File: src/rtl/bcd_conv_arbiter.sv
// bcd_conv_arbiter: one binary-to-BCD (double-dabble) engine shared by two
// requesters under round-robin arbitration.
//
// Ports:
//   clk, rst_n     - clock (rising edge), asynchronous active-low reset
//   req0/bin0      - requester 0 level request and unsigned operand
//   req1/bin1      - requester 1 level request and unsigned operand
//   gnt0/gnt1      - one-cycle pulse: that requester's operand was captured
//   busy           - engine is not idle
//   done           - one-cycle pulse: bcd holds a fresh result
//   done_id        - requester that owns the result on bcd
//   bcd            - packed BCD digits, most-significant digit in top nibble
module bcd_conv_arbiter #(
  parameter int unsigned WIDTH  = 8,
  parameter int unsigned DIGITS = 3
) (
  input  logic                clk,
  input  logic                rst_n,
  input  logic                req0,
  input  logic [WIDTH-1:0]    bin0,
  input  logic                req1,
  input  logic [WIDTH-1:0]    bin1,
  output logic                gnt0,
  output logic                gnt1,
  output logic                busy,
  output logic                done,
  output logic                done_id,
  output logic [4*DIGITS-1:0] bcd
);

  localparam int unsigned BCD_W = 4 * DIGITS;
  localparam int unsigned CNT_W = $clog2(WIDTH + 1);

  typedef enum logic [1:0] {
    ST_IDLE  = 2'd0,
    ST_SHIFT = 2'd1,
    ST_DONE  = 2'd2
  } state_e;

  state_e             state_q, state_d;
  logic               last_id_q, last_id_d;
  logic               cur_id_q, cur_id_d;
  logic [CNT_W-1:0]   count_q, count_d;
  logic [WIDTH-1:0]   shift_q, shift_d;
  logic [BCD_W-1:0]   scratch_q, scratch_d;
  logic               gnt0_q, gnt0_d;
  logic               gnt1_q, gnt1_d;
  logic               busy_q, busy_d;
  logic               done_q, done_d;
  logic               done_id_q, done_id_d;
  logic [BCD_W-1:0]   bcd_q, bcd_d;

  logic               sel;
  logic [BCD_W-1:0]   adj;
  logic [BCD_W-1:0]   scratch_shl;

  // Next-state, datapath and output logic.
  always_comb begin
    state_d   = state_q;
    last_id_d = last_id_q;
    cur_id_d  = cur_id_q;
    count_d   = count_q;
    shift_d   = shift_q;
    scratch_d = scratch_q;
    gnt0_d    = 1'b0;
    gnt1_d    = 1'b0;
    done_d    = 1'b0;
    done_id_d = done_id_q;
    bcd_d     = bcd_q;
    sel       = 1'b0;

    // Per-digit add-3 correction (no carry between digits), then shift in the
    // operand MSB.
    adj = scratch_q;
    for (int unsigned i = 0; i < DIGITS; i++) begin
      if (adj[4*i +: 4] >= 4'd5) begin
        adj[4*i +: 4] = adj[4*i +: 4] + 4'd3;
      end
    end
    scratch_shl = {adj[BCD_W-2:0], shift_q[WIDTH-1]};

    case (state_q)
      ST_IDLE: begin
        if (req0 || req1) begin
          // On a tie the requester that did not win last time goes first.
          sel       = (req0 && req1) ? ~last_id_q : req1;
          shift_d   = sel ? bin1 : bin0;
          scratch_d = '0;
          count_d   = CNT_W'(WIDTH);
          gnt0_d    = ~sel;
          gnt1_d    = sel;
          last_id_d = sel;
          cur_id_d  = sel;
          state_d   = ST_SHIFT;
        end
      end
      ST_SHIFT: begin
        scratch_d = scratch_shl;
        shift_d   = {shift_q[WIDTH-2:0], 1'b0};
        count_d   = count_q - CNT_W'(1);
        if (count_q == CNT_W'(1)) begin
          state_d   = ST_DONE;
          done_d    = 1'b1;
          done_id_d = cur_id_q;
          bcd_d     = scratch_shl;
        end
      end
      ST_DONE: begin
        state_d = ST_IDLE;
      end
      default: begin
        state_d = ST_IDLE;
      end
    endcase

    busy_d = (state_d != ST_IDLE);
  end

  // State and output registers.
  always_ff @(posedge clk or negedge rst_n) begin
    if (!rst_n) begin
      state_q   <= ST_IDLE;
      last_id_q <= 1'b1;
      cur_id_q  <= 1'b0;
      count_q   <= '0;
      shift_q   <= '0;
      scratch_q <= '0;
      gnt0_q    <= 1'b0;
      gnt1_q    <= 1'b0;
      busy_q    <= 1'b0;
      done_q    <= 1'b0;
      done_id_q <= 1'b0;
      bcd_q     <= '0;
    end else begin
      state_q   <= state_d;
      last_id_q <= last_id_d;
      cur_id_q  <= cur_id_d;
      count_q   <= count_d;
      shift_q   <= shift_d;
      scratch_q <= scratch_d;
      gnt0_q    <= gnt0_d;
      gnt1_q    <= gnt1_d;
      busy_q    <= busy_d;
      done_q    <= done_d;
      done_id_q <= done_id_d;
      bcd_q     <= bcd_d;
    end
  end

  assign gnt0    = gnt0_q;
  assign gnt1    = gnt1_q;
  assign busy    = busy_q;
  assign done    = done_q;
  assign done_id = done_id_q;
  assign bcd     = bcd_q;

endmodule
File: config.mk
export PLATFORM = sky130hd
export DESIGN_NAME = bcd_conv_arbiter
export DESIGN_NICKNAME = d
export VERILOG_FILES = /design/src/rtl/bcd_conv_arbiter.sv
export SDC_FILE = /design/constraint.sdc
export NUM_CORES = 1
export LEC_CHECK = 0
export ABC_AREA = 1
export ABC_CLOCK_PERIOD_IN_PS = 2690
export CAP_MARGIN = 10
export CORE_MARGIN = 2
export CORE_UTILIZATION = 48
export CTS_BUF_LIST = sky130_fd_sc_hd__clkbuf_16
export CTS_CLUSTER_SIZE = 12
export DETAILED_ROUTE_END_ITERATION = 16
export PLACE_DENSITY_LB_ADDON = 0.12
export SYNTH_ARGS = -nofsm -noshare
export SYNTH_HDL_FRONTEND = slang
export SYNTH_SLANG_ARGS = --single-unit
File: constraint.sdc
create_clock -name clk -period 2.69 [get_ports clk]
set_clock_uncertainty 0.15 [all_clocks]
set_input_delay 0.538 -clock clk [delete_from_list [all_inputs] [get_ports clk]]
set_output_delay 0.538 -clock clk [all_outputs]
set_load 0.02 [all_outputs]
==> flow_summary.toml <==
[placed_design]
dpl-instance-area_um2 = 2670
placed_cells = 365
io_buffer_count = 36
place.gp.congestion = 0.851
dp.final_hpwl_um = 3240

[timing]
final_setup_viols = 0
maxSlewViolCount = 0
rsz_0062_raised_after_global_routing = "false"
finalSetupTns_ps = 0
timing_hold_violations_final = 0
timing_limited_maximum_frequency_ghz = 0.514
tightestPinTransition_ps = 405
layout_min_cycle_time_ps = 1950
layout_worst_path_cycle_share_pct = 72.3
hold-worst-slack_ps = 318
maxSlewHeadroom_pct = 72.9

[routing]
route.detailed.wl_per_inst_um = 11.9
via_count = 1854
drt_first_iter_violations = 108
antenna_violating_nets_post_route = 0
avgViaCountPerCell = 4.96
firstDrtPassIters = 4
drc_errors = 0
drt-total-wl_um = 4460

[grt]
grt_pass1_wl_um = 7620
grt-busiest-layer = "met2"
grt_use_met1_pct = 26.4
globalRouteOverflowTotal = 0
grt_start_max_net_pins = 24
met3_use_gr_pct = 4.14
grt_usage_pct = 18.7
antenna_found_initial = 0
gr-usage-met2_pct = 28.6
first_global_vias = 1677

[synth]
netlist-cell-type-count = 25
netlist.top_cell.by_area = "sky130_fd_sc_hd__dfrtp_1"
synth_nets = 306
yosys.area_share.simple_pct = 34.0
synth_compound_gate_area_share_pct = 3.96
synth_xor_area_share_pct = 0
synth.mux.area_fraction_pct = 0
avgSynthCellArea_um2 = 8.17
synth.most_common_cell = "sky130_fd_sc_hd__nand2_1"
total_standard_cell_area_after_synthesis_um2 = 2270
synth_seq_cells = 45
synthDominantCellAreaShare_pct = 48.5
most_common_library_cells_after_synthesis = "106 x sky130_fd_sc_hd__nand2_1, 44 x sky130_fd_sc_hd__dfrtp_1, 39 x sky130_fd_sc_hd__nand3_1"
seq_area_frac_synth_pct = 49.6
dominantRegCellSynth = "sky130_fd_sc_hd__dfrtp_1"
synth_top_family_by_area = "simple AND/OR/NAND/NOR gates"
synth_enable_flop_cells = 0
yosys.area_share.adder_pct = 4.41
synth_async_sr_flop_share_pct = 100
yosys_warnings = 0
synthCells = 278
ys_top_cells_by_area = "sky130_fd_sc_hd__dfrtp_1 48%, sky130_fd_sc_hd__nand2_1 18%, sky130_fd_sc_hd__nand3_1 8.6%, sky130_fd_sc_hd__inv_1 5.1%, sky130_fd_sc_hd__ha_1 4.4%"

[floorplan]
fp.dieArea_um2 = 5300
design.core.area_um2 = 4630
number_of_top_level_design_ports = 37
die-height_um = 72.8
floorplan.initialDensity_pct = 49.1
die_w_um = 72.8
placement_rows = 25

[cells_and_area]
fraction_of_final_layout_cells_with_drive_strength_greater_than_1_pct = 6.56
fin_area_um2 = 2840
filler_cell_count = 424
seq_area_um2 = 1130
layout-area-overhead-vs-synth_pct = 24.9
antenna_cells = 0
utilization_pct = 61.3
final_nets = 347
instances_no_fill = 374
multiInputGateArea_um2 = 962

[critical_path]
critical_path.max_fanout = 2
cp-start-kind = "flop"
cp_top_family = "buffers and inverters"
crit_path_max_incr_delay_ps = 620
critical_path.cell_chain = "clkdlybuf4s50_1"
critical_path.n_buffers_inverters = 1
type_of_element_capturing_the_critical_path = "primary output"
crit_slowest_cell = "sky130_fd_sc_hd__clkdlybuf4s50_1"
critical_path_class = "flop to primary output"
cp_data_required_time_ps = 2000
worstPathArrival_ps = 1260

[power_and_ir_drop]
power.ir.vdd_worst_mv = 0.474
seq_power_share_pct = 34.7
p_per_area_nw_per_um2 = 1200
reported_net_switching_power_mw = 1.38
power_report.internal_total_mw = 2.02
clock_power_share_pct = 19.7
swShare_pct = 40.6
comb_power_share_pct = 45.5
static-leakage-power_nw = 1.47

[flow_run]
max_cap_violations = 0

[worst_hold_path]
hold_crit_class = "flop to flop"

[cts]
htreeDepth = 2
cts.sinks = 45
insertion_delay_ps = 280
cts_made_buffers = 5
clk_buf_depth = 2
clk_pin_slew_worst_paths_ps = 60
ctsRootBufferMaster = "sky130_fd_sc_hd__clkbuf_16"
cts_tree = "done"

[outcome]
run_status = "finished clean"
[final cells by class]
cell class,instances,share of cell area [%]
clock buffers,5,4.41
clock inverters,3,1.32
inverters,34,4.59
multi-input cells,193,33.9
flip-flops and latches,45,39.7
well taps,54,2.38
repair buffers,40,13.7
[layer usage]
layer / vias up / routed length, µm
met2: 45 / 2050
met3: 7 / 162
met4: 0 / 60
met1: 836 / 2180
li1: 966 / -
met5: - / 0
[power by group through the flow]
stage	registers (mW)	clock network (mW)	logic [mW]
after floorplan	1.28	0	1.00
after global placement	1.19	0	1.52
after global routing	1.22	0.720	1.77
final	1.18	0.670	1.55
after CTS	1.18	0.689	1.56
after detailed placement	1.19	0	1.55
[placed cells by master (no fill, tap or decap)]
cell / Yosys / layout
sky130_fd_sc_hd__a21boi_0: 3 / 3
sky130_fd_sc_hd__buf_2: 0 / 1
sky130_fd_sc_hd__buf_4: 0 / 3
sky130_fd_sc_hd__bufinv_16: 0 / 1
sky130_fd_sc_hd__clkbuf_16: 0 / 5
sky130_fd_sc_hd__clkdlybuf4s50_1: 0 / 35
sky130_fd_sc_hd__clkinv_1: 0 / 1
sky130_fd_sc_hd__dfrtp_1: 44 / 44
sky130_fd_sc_hd__dfstp_2: 1 / 1
sky130_fd_sc_hd__dlygate4sd3_1: 0 / 1
sky130_fd_sc_hd__ha_1: 8 / 8
sky130_fd_sc_hd__inv_1: 31 / 32
sky130_fd_sc_hd__inv_2: 2 / 2
sky130_fd_sc_hd__inv_4: 1 / 1
sky130_fd_sc_hd__nand2_1: 106 / 106
sky130_fd_sc_hd__nand2_2: 1 / 1
sky130_fd_sc_hd__nand2_4: 1 / 1
sky130_fd_sc_hd__nand3_1: 39 / 39
sky130_fd_sc_hd__nand3b_1: 7 / 7
sky130_fd_sc_hd__nand4_1: 6 / 6
sky130_fd_sc_hd__nor2_1: 6 / 6
sky130_fd_sc_hd__nor2_2: 2 / 2
sky130_fd_sc_hd__nor2_4: 1 / 1
sky130_fd_sc_hd__nor2_8: 1 / 1
sky130_fd_sc_hd__nor3_1: 1 / 1
sky130_fd_sc_hd__o21ai_0: 8 / 8
sky130_fd_sc_hd__o21ai_1: 1 / 1
sky130_fd_sc_hd__o21ai_4: 1 / 1
sky130_fd_sc_hd__o22ai_1: 1 / 1
[state kept, by name (all words and copies together), names as in the netlist]
signal and flops:
cur_id_q 1, scratch_q 12, last_id_q 1, gnt1 1
done 1, shift_q 8, gnt0 1, count_q 4
busy 1, state_q 2, done_id 1, bcd 12
[through the flow]
stage	power (mW)	worst slack (ps)
after floorplan	2.28	1200
after global placement	2.71	534
after detailed placement	2.74	508
after CTS	3.43	731
after global routing	3.71	682
final	3.40	744
[cell families after synthesis]
kind of cell,Yosys count
flip-flops,45
AND/OR/NAND/NOR,171
adder cells (fa/ha/maj),8
buffers and inverters,40
AO/OA/AOI/OAI,14
[worst paths after layout]
check | startpoint | endpoint | slack, ps | cells after the start
min reg2reg | bcd[7] | bcd[7] | 320 | 2
min | bcd[7] | bcd[7] | 320 | 2
max in group asynchronous | rst_n | last_id_q | 1280 | 3
max reg2reg | count_q[1] | bcd[2] | 970 | 7
min in group asynchronous | rst_n | bcd[0] | 510 | 2
max | done_id | done_id | 740 | 1
[timing repair]
action / 4_1_cts / 5_1_grt
hold buffers: 1 / 0
gates resized for setup: 0 / 0
buffers inserted: 0 / 0
endpoints found under the hold margin: 10 / 0
No activity file was read; power rests on OpenSTA's default activity.
